$ cat config.mk
export PLATFORM = sky130hd
export DESIGN_NAME = pumpkin_offcore_arbiter
export DESIGN_NICKNAME = d
export VERILOG_FILES = /design/src/rtl/pumpkin_offcore_arbiter.sv
export SDC_FILE = /design/constraint.sdc
export NUM_CORES = 1
export LEC_CHECK = 0
export BUFFER_PORTS_ARGS = -buffer_cell sky130_fd_sc_hd__buf_2
export CAP_MARGIN = 20
export CORE_AREA = 2 2 289 291
export DETAILED_ROUTE_END_ITERATION = 16
export DIE_AREA = 0 0 291 293
export PLACE_DENSITY = 0.44
export REMOVE_ABC_BUFFERS = 1
export SLEW_MARGIN = 20
export SYNTH_ARGS = -nofsm -noshare
export SYNTH_HDL_FRONTEND = slang
export SYNTH_SLANG_ARGS = --single-unit
$ cat constraint.sdc
create_clock -name clk_in -period 15.3 [get_ports clk_in]
set_input_delay 0.765 -clock clk_in [delete_from_list [all_inputs] [get_ports clk_in]]
set_output_delay 0.765 -clock clk_in [all_outputs]
set_load 0.02 [all_outputs]
$ cat src/rtl/pumpkin_offcore_arbiter.sv
// pumpkin_offcore_arbiter: round-robin sharing of the single off-core memory port between the
// I-cache and D-cache, one transaction in flight. Define OFFCORE_ARB_TIMEOUT_EN for the WAIT watchdog.
module pumpkin_offcore_arbiter #(
  parameter int ADDR_WIDTH     = 32,
  parameter int DATA_WIDTH     = 128,
  parameter int TIMEOUT_CYCLES = 256
) (
  input  logic                  clk_in,
  input  logic                  reset_in,
  input  logic                  ic_req_valid_in,
  input  logic [ADDR_WIDTH-1:0] ic_req_addr_in,
  output logic                  ic_req_ready_out,
  output logic                  ic_resp_valid_out,
  output logic [DATA_WIDTH-1:0] ic_resp_payload_out,
  input  logic                  dc_req_valid_in,
  input  logic [ADDR_WIDTH-1:0] dc_req_addr_in,
  input  logic                  dc_req_is_write_in,
  input  logic [DATA_WIDTH-1:0] dc_req_payload_in,
  output logic                  dc_req_ready_out,
  output logic                  dc_resp_valid_out,
  output logic [DATA_WIDTH-1:0] dc_resp_payload_out,
  output logic [ADDR_WIDTH-1:0] mem_addr_out,
  output logic                  mem_addr_valid_out,
  output logic                  mem_is_write_out,
  output logic [DATA_WIDTH-1:0] mem_payload_out,
  input  logic [DATA_WIDTH-1:0] mem_payload_in,
  input  logic                  mem_ready_in,
  output logic                  timeout_err_out
);

  typedef enum logic [1:0] {ST_IDLE, ST_ISSUE, ST_WAIT, ST_RESP} state_t;

  localparam logic OWNER_IC = 1'b0;
  localparam logic OWNER_DC = 1'b1;

  state_t                state_reg, state_next;
  logic                  last_grant_reg, last_grant_next;
  logic                  owner_reg, owner_next;
  logic [ADDR_WIDTH-1:0] addr_reg, addr_next;
  logic                  is_write_reg, is_write_next;
  logic [DATA_WIDTH-1:0] wdata_reg, wdata_next;
  logic [DATA_WIDTH-1:0] rdata_reg, rdata_next;
  logic                  ic_grant, dc_grant;
  logic                  wait_expired;

`ifdef OFFCORE_ARB_TIMEOUT_EN
  localparam int CNT_W = $clog2(TIMEOUT_CYCLES + 1);
  logic [CNT_W-1:0] wait_cnt_reg, wait_cnt_next;
  logic             timeout_err_reg, timeout_err_next;

  assign wait_expired    = (wait_cnt_reg == CNT_W'(TIMEOUT_CYCLES - 1));
  assign timeout_err_out = timeout_err_reg;

  always_ff @(posedge clk_in or posedge reset_in) begin
    if (reset_in) begin
      wait_cnt_reg    <= '0;
      timeout_err_reg <= 1'b0;
    end else begin
      wait_cnt_reg    <= wait_cnt_next;
      timeout_err_reg <= timeout_err_next;
    end
  end
`else
  assign wait_expired    = 1'b0;
  assign timeout_err_out = 1'b0;
`endif

  always_ff @(posedge clk_in or posedge reset_in) begin
    if (reset_in) begin
      state_reg      <= ST_IDLE;
      last_grant_reg <= OWNER_DC;
      owner_reg      <= OWNER_IC;
      addr_reg       <= '0;
      is_write_reg   <= 1'b0;
      wdata_reg      <= '0;
      rdata_reg      <= '0;
    end else begin
      state_reg      <= state_next;
      last_grant_reg <= last_grant_next;
      owner_reg      <= owner_next;
      addr_reg       <= addr_next;
      is_write_reg   <= is_write_next;
      wdata_reg      <= wdata_next;
      rdata_reg      <= rdata_next;
    end
  end

  always_comb begin
    state_next      = state_reg;
    last_grant_next = last_grant_reg;
    owner_next      = owner_reg;
    addr_next       = addr_reg;
    is_write_next   = is_write_reg;
    wdata_next      = wdata_reg;
    rdata_next      = rdata_reg;
    ic_grant        = 1'b0;
    dc_grant        = 1'b0;
`ifdef OFFCORE_ARB_TIMEOUT_EN
    wait_cnt_next    = '0;
    timeout_err_next = timeout_err_reg;
`endif

    case (state_reg)
      ST_IDLE: begin
        // On a tie the requester that did not win last time goes first.
        if (ic_req_valid_in && (!dc_req_valid_in || last_grant_reg == OWNER_DC)) begin
          ic_grant = 1'b1;
        end else if (dc_req_valid_in) begin
          dc_grant = 1'b1;
        end

        if (ic_grant) begin
          addr_next       = ic_req_addr_in;
          is_write_next   = 1'b0;
          wdata_next      = '0;
          owner_next      = OWNER_IC;
          last_grant_next = OWNER_IC;
          state_next      = ST_ISSUE;
        end else if (dc_grant) begin
          addr_next       = dc_req_addr_in;
          is_write_next   = dc_req_is_write_in;
          wdata_next      = dc_req_payload_in;
          owner_next      = OWNER_DC;
          last_grant_next = OWNER_DC;
          state_next      = ST_ISSUE;
        end
      end

      ST_ISSUE: state_next = ST_WAIT;

      ST_WAIT: begin
`ifdef OFFCORE_ARB_TIMEOUT_EN
        wait_cnt_next = wait_cnt_reg + 1'b1;
`endif
        if (mem_ready_in) begin
          rdata_next = is_write_reg ? '0 : mem_payload_in;
          state_next = ST_RESP;
        end else if (wait_expired) begin
          rdata_next = '0;
          state_next = ST_RESP;
`ifdef OFFCORE_ARB_TIMEOUT_EN
          timeout_err_next = 1'b1;
`endif
        end
      end

      ST_RESP: state_next = ST_IDLE;

      default: state_next = ST_IDLE;
    endcase
  end

  // Grants are combinational in IDLE; mask them while reset is held so nothing looks accepted.
  assign ic_req_ready_out = ic_grant & ~reset_in;
  assign dc_req_ready_out = dc_grant & ~reset_in;

  assign mem_addr_valid_out = (state_reg == ST_ISSUE);
  assign mem_addr_out       = addr_reg;
  assign mem_is_write_out   = is_write_reg;
  assign mem_payload_out    = wdata_reg;

  assign ic_resp_valid_out   = (state_reg == ST_RESP) && (owner_reg == OWNER_IC);
  assign dc_resp_valid_out   = (state_reg == ST_RESP) && (owner_reg == OWNER_DC);
  assign ic_resp_payload_out = (owner_reg == OWNER_IC) ? rdata_reg : '0;
  assign dc_resp_payload_out = (owner_reg == OWNER_DC) ? rdata_reg : '0;

endmodule

[Yosys cells after proc, flatten, opt, wreduce, memory -nomap -nowiden]
Index checks and enable logic that the tools add are counted.
Storage, ports and cells
  register bits after elaboration: 293
  bits of input ports: 326
  output and inout bits: 423
  word-level logic and storage cells: 48
Cells by class
  equal/unequal tests: 5
  muxes and demuxes: 22
  bitwise logic cells: 4
  reduce and logical (&&, ||, !) cells: 10
Operators with widths (number)
  128-bit 2-to-1 mux: 5
  32-bit 2-to-1 mux: 2
  1-bit 2-to-1 mux: 11
  2-bit case mux with 4 select lines: 1
  2-bit 2-to-1 mux: 3
  2-bit AND reduction: 3
  2-bit equality test (second input constant): 2
  1-bit logical AND: 3
  3-bit inequality test (second input constant): 1
  1-bit AND: 2
  2-bit by 1-bit equality test with 1-bit output (second input constant): 1
  2-bit zero test: 1
  2-bit inequality test (second input constant): 1
  1-bit NOT: 2
  2-bit nonzero test: 1
  1-bit zero test: 1
  1-bit logical OR: 1

[Longest topological paths before layout]
Gate-level depths: netlist of run 1.
  depth after elaboration: 8
  depth in mapped cells: 9
  gate-level depth less buffers: 5

[Least setup slack after synthesis of run 1]
OpenSTA, ideal clock, no wires.
  path type: input to output
  from: input port reset_in
  to: output port ic_req_ready_out
  arrival time: 7791 ps
  required time: 14535 ps
  slack: 6744 ps
  cell stages on the path: 2
  buffers on the path: 0
  cell sequence: inv_1 -> and4_1
Between the ends
  cells in the longest elaborated chain, start to end: 2
RTL lines
  start, declared: line 9  | input logic reset_in,
  1-bit NOT: line 154  | assign ic_req_ready_out = ic_grant & ~reset_in;
  1-bit AND: line 154
  end, declared: line 12  | output logic ic_req_ready_out,
No other way between the ends.

[Final worst setup path of run 1]
  from: register owner_reg
  to: output port dc_resp_payload_out[35]
Between the ends
  cells in the longest elaborated chain, start to end: 1
RTL lines
  start, declared: line 38  | logic owner_reg, owner_next;
  start signal, assigned: line 80  | owner_reg <= owner_next;
  128-bit 2-to-1 mux: line 165  | assign dc_resp_payload_out = (owner_reg == OWNER_DC) ? rdata_reg : '0;
  end, declared: line 21  | output logic [DATA_WIDTH-1:0] dc_resp_payload_out,
No other way between the ends.

==> summary.md, run 1 <==
| Metric | Value |
|---|---|
| Final max-slew violation count | `0` |
| Synth area leader | `dfrtp_1` |
| Worst stage delay on the critical path | `a little under 0.8 ns` |
| CTS tree | `built` |
| Distinct cell type count after synthesis | `27` |
| Wire per inst | `17.91 um` |
| First-pass DRT Iterations | `6` |
| HP Class | `in -> async` |
| Total track usage | `about an eighth` |
| WL final | `between 50 and 60 mm` |
| Actual slew at the worst max-slew pin | `about 1 ns` |
| Fin worst setup slack | `approximately 11 ns` |
| Final Wtd Congestion | `roughly 0.8` |
| Initial DRC count | `just under 500` |
| Critical path class | `reg -> out` |
| Synthesis-to-layout area growth | `44.38%` |
| Startpoint Class | `flop` |
| Initial antenna violation count | `29` |
| Cell mode on critical path | `buf_4` |
| H-tree depth | `2` |
| Chip Height | `between 200 and 300 um` |
| DP HPWL | `43.24 mm` |
| ANT nets after route | `0` |
| Outcome | `complete, no violations` |
| Fraction of the cycle the final worst path needs | `a little over a quarter` |
| CTS Buf Count | `37` |
| Skew final | `roughly 0.022 ns` |
| DR vias/cell | `just under 4` |
| Mean Syn Cell Area | `between 10 and 15 sq um` |
| Die Area | `~85000 sq um` |
| Initial core utilization | `16.40%` |
| First-pass GRT wire length | `81.15 mm` |
| Pin count of the biggest net entering global routing | `about 110` |
| Clock Sink Count | `approximately 290` |
| RSZ-0062 raised after global routing | `no` |
| Synth Cell Area | `13430 sq um` |
| # IOs | `around 750` |
| Slew HR | `about a third` |
| Power density over cell area | `228.7 nW/um^2` |
| Port bufs | `between 700 and 800` |
| Root buffer cell | `clkbuf_16` |
| Yosys reg bits | `around 290` |
| Pwr Total | `~4.4 mW` |
| Max Cap Viol | `0` |
| Vias in the first global route | `12400` |
| Design area | `around 19000 sq um` |
| Peak supply drop | `around 0.095 mV` |
| Final nets | `2349` |
| Slowest CP cell | `dfrtp_4` |
| Leading cell type in the layout, fill and taps excluded | `buf_2` |
| Synth area leaders | `dfrtp_1 (54%), a22o_1 (8.4%), and2_1 (6.1%), nor2b_1 (6.1%), nand2b_1 (6.0%)` |
| Setup Fix Bufs, Post-CTS | `0` |
| Min Tclk post-route | `approximately 4.1 ns` |
| Crit-path cells | `buf_4 > buf_4 > and2_1 > buf_2` |
| Most frequent cells in the layout | `buf_2 (747), dfrtp_1 (290), o21ai_0 (154), and2_1 (130), nor2b_1 (130)` |
| Cells after Synth | `between 1000 and 1500` |
| DRC | `0` |
| Clk_lat worst skew | `approximately 0.55 ns` |
| Max FO, Critical Path | `between 100 and 150` |
| Row count | `105` |
| Placed Area | `18050 sq um` |
| Worst EP arrival | `3.31 ns` |
| Vias | `~12000` |
| Leak | `between 10 and 15 nW` |
| Layout cells sized above 1 | `40.64%` |
| Seq/Total Area, Yosys | `a little over half` |
| Die X | `291 um` |
| Fmax | `about 0.25 GHz` |
| Fin cells | `3121` |
| Crit path capture type | `output port` |
| Clock Tree Buf Depth | `3` |
| Required time worst endpoint | `~15 ns` |
| YS warnings | `0` |
| Grt total ovfl | `0` |
| Post-placement cell count | `3049` |
| Post_cts resized | `0` |
| Pre-CTS WS | `around 12 ns` |
| Final Hold Fails | `0` |
| # setup viols final | `0` |
| Hold Buf Count CTS | `0` |
| Setup_tns | `0 ns` |
| Yosys top cell area share | `~54%` |
| Worst-path clk slew | `roughly 0.06 ns` |
| CORE AREA | `81850 sq um` |
==> power breakdown <==
group / switching [mW] / leakage [nW] / total [mW] / internal [mW]
clock: 0.358 / 0.635 / 0.930 / 0.572
sequential: 0.307 / 3.71 / 1.44 / 1.13
combinational: 1.30 / 5.73 / 2.06 / 0.761
==> layer usage <==
layer | up-vias | wire length, um | track usage [%]
met5 | - | 241 | 0
li1 | 5849 | - | -
met3 | 124 | 5336 | 5.242
met2 | 537 | 27860 | 22.45
met1 | 5691 | 20470 | 13.13
met4 | 40 | 2000 | 4.436
==> critical path, delay by kind of cell, from the launching register on <==
kind,cells,cell delay [ns]
simple gates,1,0.23
flops,1,0.77
buf+inv,3,1.58
==> kinds of logic after synthesis <==
kind of cell,count (synthesis),synth area share (%)
flip-flops,293,54.62
multiplexers,1,0.08386
buffers and inverters,125,4.659
adder cells (fa/ha/maj),4,0.3728
AND/OR/NAND/NOR,554,22.80
other,1,0.02793
AO/OA/AOI/OAI,360,17.44
==> synth_stat cells <==
cell type / instances
o21ai_0: 154
o21ai_1: 7
dfrtp_1: 292
a31oi_1: 32
and2_1: 130
a21oi_1: 33
a21oi_2: 1
nor2_1: 33
buf_2: 32
a22o_1: 129
o21a_1: 1
clkbuf_1: 67
nand2_1: 130
nor2b_1: 130
inv_1: 4
nand2b_1: 129
buf_4: 7
conb_1: 1
a21o_1: 2
and4_1: 1
mux2_2: 1
and2b_1: 1
ha_1: 4
buf_6: 12
o22a_1: 1
dfstp_2: 1
buf_1: 3
==> final cells by class <==
| cell class | instances | area, sq um |
|---|---|---|
| inverter | 4 | 22.52 |
| multi-input combinational | 920 | 5495 |
| antenna | 4 | 10.01 |
| clock inverter | 15 | 236.5 |
| clock buffer | 52 | 1062 |
| tap | 1070 | 1339 |
| fill | 8964 | 62460 |
| sequential | 293 | 7341 |
| timing repair buffer | 763 | 3879 |
==> stage by stage <==
| stage | hold slack [ns] | utilization [%] |
|---|---|---|
| after floorplan | 0.4557 | - |
| after global placement | 0.4736 | 22.05 |
| after detailed placement | 0.4853 | 22.05 |
| after CTS | 0.2242 | 23.64 |
| after global routing | 0.2579 | 23.67 |
| final | 0.2409 | 23.68 |
==> path summary, 6_finish.rpt <==
kind                                        from                       to  slack (ns)  cells after the start
min in group clk_in        dc_req_payload_in[37]      mem_payload_out[37]        0.42                      2
max                                    owner_reg  dc_resp_payload_out[35]       11.23                      4
max in group asynchronous               reset_in           rdata_reg[102]       12.45                      5
max reg2reg                         state_reg[0]            rdata_reg[86]       12.00                      6
min reg2reg                        rdata_reg[82]            rdata_reg[82]        0.49                      2
min                                     reset_in      mem_payload_out[40]        0.24                      2
No activity file was read; power rests on OpenSTA's default activity.
==> inputs of run 2 (changes only) <==
- ABC_AREA: unset -> 1
- CORE_AREA: 2 2 289 291 -> 2 2 294 296
- DIE_AREA: 0 0 291 293 -> 0 0 296 298
- clock period: 15.3 -> 4.25 ns (I/O delays scaled with it)
==> run 2 against run 1 <==
Effect of this change: routed wire length increased by 15%; sequential power increased to 3.3 times the previous value; critical path depth unchanged; critical endpoint is now dc_resp_payload_out[78].
==> summary.md, run 2 <==
| Metric | Value |
|---|---|
| Outcome | `complete, no violations` |
| Fin cells | `4008` |
| Top cells by count, synth | `nand2_1 (492), inv_1 (331), nand3_1 (323)` |
| Most frequent cell after synthesis | `nand2_1` |
| Final nets | `approximately 3200` |
| Fraction of the cycle the final worst path needs | `roughly 63%` |
| Critical path class | `reg -> out` |
| Dominant synthesized flop cell | `dfrtp_1` |
| Startpoint Class | `flop` |
| Max Cap Viol | `0` |
| Total track usage | `between 10% and 20%` |
| Initial core utilization | `roughly 16%` |
| CTS Buf Count | `38` |
| Setup Fix Bufs, Post-CTS | `0` |
| # IOs | `749` |
| RSZ-0062 raised after global routing | `no` |
| Setup_tns | `0 ns` |
| DRC | `0` |
| Worst EP arrival | `roughly 2.5 ns` |
| Leak | `between 10 and 15 nW` |
| Slew HR | `between 30% and 40%` |
| Die Area | `roughly 90000 sq um` |
| Clock Sink Count | `293` |
| Synth area leader | `dfrtp_1` |
| First-pass DRT Iterations | `5` |
| Yosys reg bits | `293` |
| Post-synth EDFFs | `0` |
| YS warnings | `0` |
| Pre-CTS WS | `between 2 and 2.5 ns` |
| Leading cell type in the layout, fill and taps excluded | `buf_2` |
| GRT Max-Usage Layer | `met2` |
| Initial antenna violation count | `21` |
| Grt total ovfl | `0` |
| Synthesis-to-layout area growth | `66.29%` |
| Final core occ | `a little over a quarter` |
| Required time worst endpoint | `between 4 and 5 ns` |
| Row count | `107` |
| DR vias/cell | `~3.9` |
| Power density over cell area | `roughly 700 nW/um^2` |
| Post_cts resized | `0` |
| Vias in the first global route | `roughly 16000` |
| Peak supply drop | `between 0.4 and 0.5 mV` |
| Clock Tree Buf Depth | `3` |
| WL final | `roughly 64 mm` |
| CORE AREA | `~85000 sq um` |
| Filler cells | `roughly 9500` |
| Met2 Track Usage GR | `between 20 and 25%` |
| Clk_lat worst skew | `about 0.56 ns` |
| Final Hold Fails | `0` |
| Vias | `~15000` |
| Root buffer cell | `clkbuf_16` |
| First-pass GRT wire length | `approximately 95 mm` |
| # setup viols final | `0` |
| Min Tclk post-route | `between 2 and 3 ns` |
| Final Wtd Congestion | `between 0.7 and 0.8` |
| Hold_ws | `about 0.055 ns` |
| Pin count of the biggest net entering global routing | `163` |
| HP Class | `in -> reg` |
| Worst-path clk slew | `approximately 0.060 ns` |
| H-tree depth | `2` |
| Die X | `roughly 300 um` |
| Distinct cell type count after synthesis | `19` |
| Initial DRC count | `a little under 600` |
| Skew final | `about 0.026 ns` |
| Max FO, Critical Path | `71` |
| Seq/Total Area, Yosys | `a little over half` |
| Port bufs | `approximately 750` |
| DP HPWL | `between 40 and 50 mm` |
| Fmax | `approximately 0.37 GHz` |
| CTS tree | `built` |
| Synth Cell Area | `13910 sq um` |
| Chip Height | `298 um` |
| Met3 usage | `roughly 4.4%` |
| Most frequent cells in the layout | `buf_2 (747), nand2_1 (492), inv_1 (328), nand3_1 (323), dlygate4sd3_1 (312)` |
| Crit path capture type | `output port` |
| Grt met1 use | `16.20%` |
| Cells after Synth | `approximately 1800` |
| Yosys top cell area share | `52.55%` |
| Mean Syn Cell Area | `between 7 and 8 sq um` |
| Wire per inst | `between 15 and 20 um` |
| Final max-slew violation count | `0` |
| ANT nets after route | `0` |
| Synth async-reset ratio | `100.0%` |
| Synth area leaders | `dfrtp_1 (53%), nand2_1 (13%), nand3_1 (12%), inv_1 (8.9%), o21ai_0 (4.6%)` |
| Actual slew at the worst max-slew pin | `about 1.0 ns` |
| Layout cells sized above 1 | `approximately 29%` |
| Fin worst setup slack | `1.578 ns` |
| Post-placement cell count | `3621` |
run 2: cell count changes after synthesis, moves of 98 or more:
cell      delta
nor2b_1    -130
a22o_1     -129
nand3_1    +323
inv_1      +327
and2_1     -130
nor2_1      +98
nand2b_1   -129
nand2_1    +362
run 2: worst paths after layout:
check                                          end          startpoint  slack, ns  cells past startpoint
min                               mem_addr_out[29]  ic_req_addr_in[29]       0.06                      5
max                        dc_resp_payload_out[78]           owner_reg       1.58                      4
min in group asynchronous                owner_reg            reset_in       0.35                      3
max reg2reg                       mem_addr_out[31]        state_reg[0]       1.64                      8
max in group asynchronous             rdata_reg[1]            reset_in       2.92                      4
min reg2reg                     mem_payload_out[1]  mem_payload_out[1]       0.47                      2
run 2: cells by family (layout without fill, tap and decap cells):
kind of cell / count (synthesis) / after routing / share of synthesized area (%)
flip-flops: 293 / 293 / 52.74
AND/OR/NAND/NOR: 948 / 948 / 28.52
adder cells (fa/ha/maj): 4 / 4 / 0.3599
other: 1 / 7 / 0.02697
buffers and inverters: 464 / 1481 / 13.61
AO/OA/AOI/OAI: 131 / 131 / 4.742
run 2: final cells by class:
class                           count  area, sq um  share of cell area [%]
Timing Repair Buffer             1079         7112                   30.75
Clock inverter                     13        140.1                  0.6060
Sequential cell                   293         7337                   31.73
Tap cell                         1144         1431                   6.190
Clock buffer                       56         1119                   4.837
Multi-Input combinational cell   1084         4701                   20.33
Antenna cell                        6        15.01                 0.06493
Inverter                          333         1270                   5.492
run 2: what timing repair did:
item,CTS,global route
endpoints found under the hold margin,369,0
endpoints found under the setup margin,0,0
hold buffers,312,0
run 2: worst max-delay path: stages, from the launching register on:
cell     delay [ns]
dfrtp_4        0.81
buf_4          0.65
nand2_1        0.12
inv_1          0.08
buf_2          0.16
run 2: routing by layer:
metal  wire length [um]  up-vias
li1                   -     7586
met3               5472      104
met1              25680     7191
met4               1706       18
met5                120        -
met2              31460      581
run 2: power breakdown:
part | switching (mW) | internal (mW)
sequential | 0.736 | 4.01
combinational | 5.63 | 2.49
clock | 1.35 | 1.95
run 2: per-stage QoR:
stage | power, mW | instance area (sq um)
floorplan | 9.568 | 13260
global placement | 12.67 | 18730
detailed placement | 12.70 | 18730
CTS | 16.43 | 23110
global route | 17.41 | 23120
finish | 16.17 | 23120
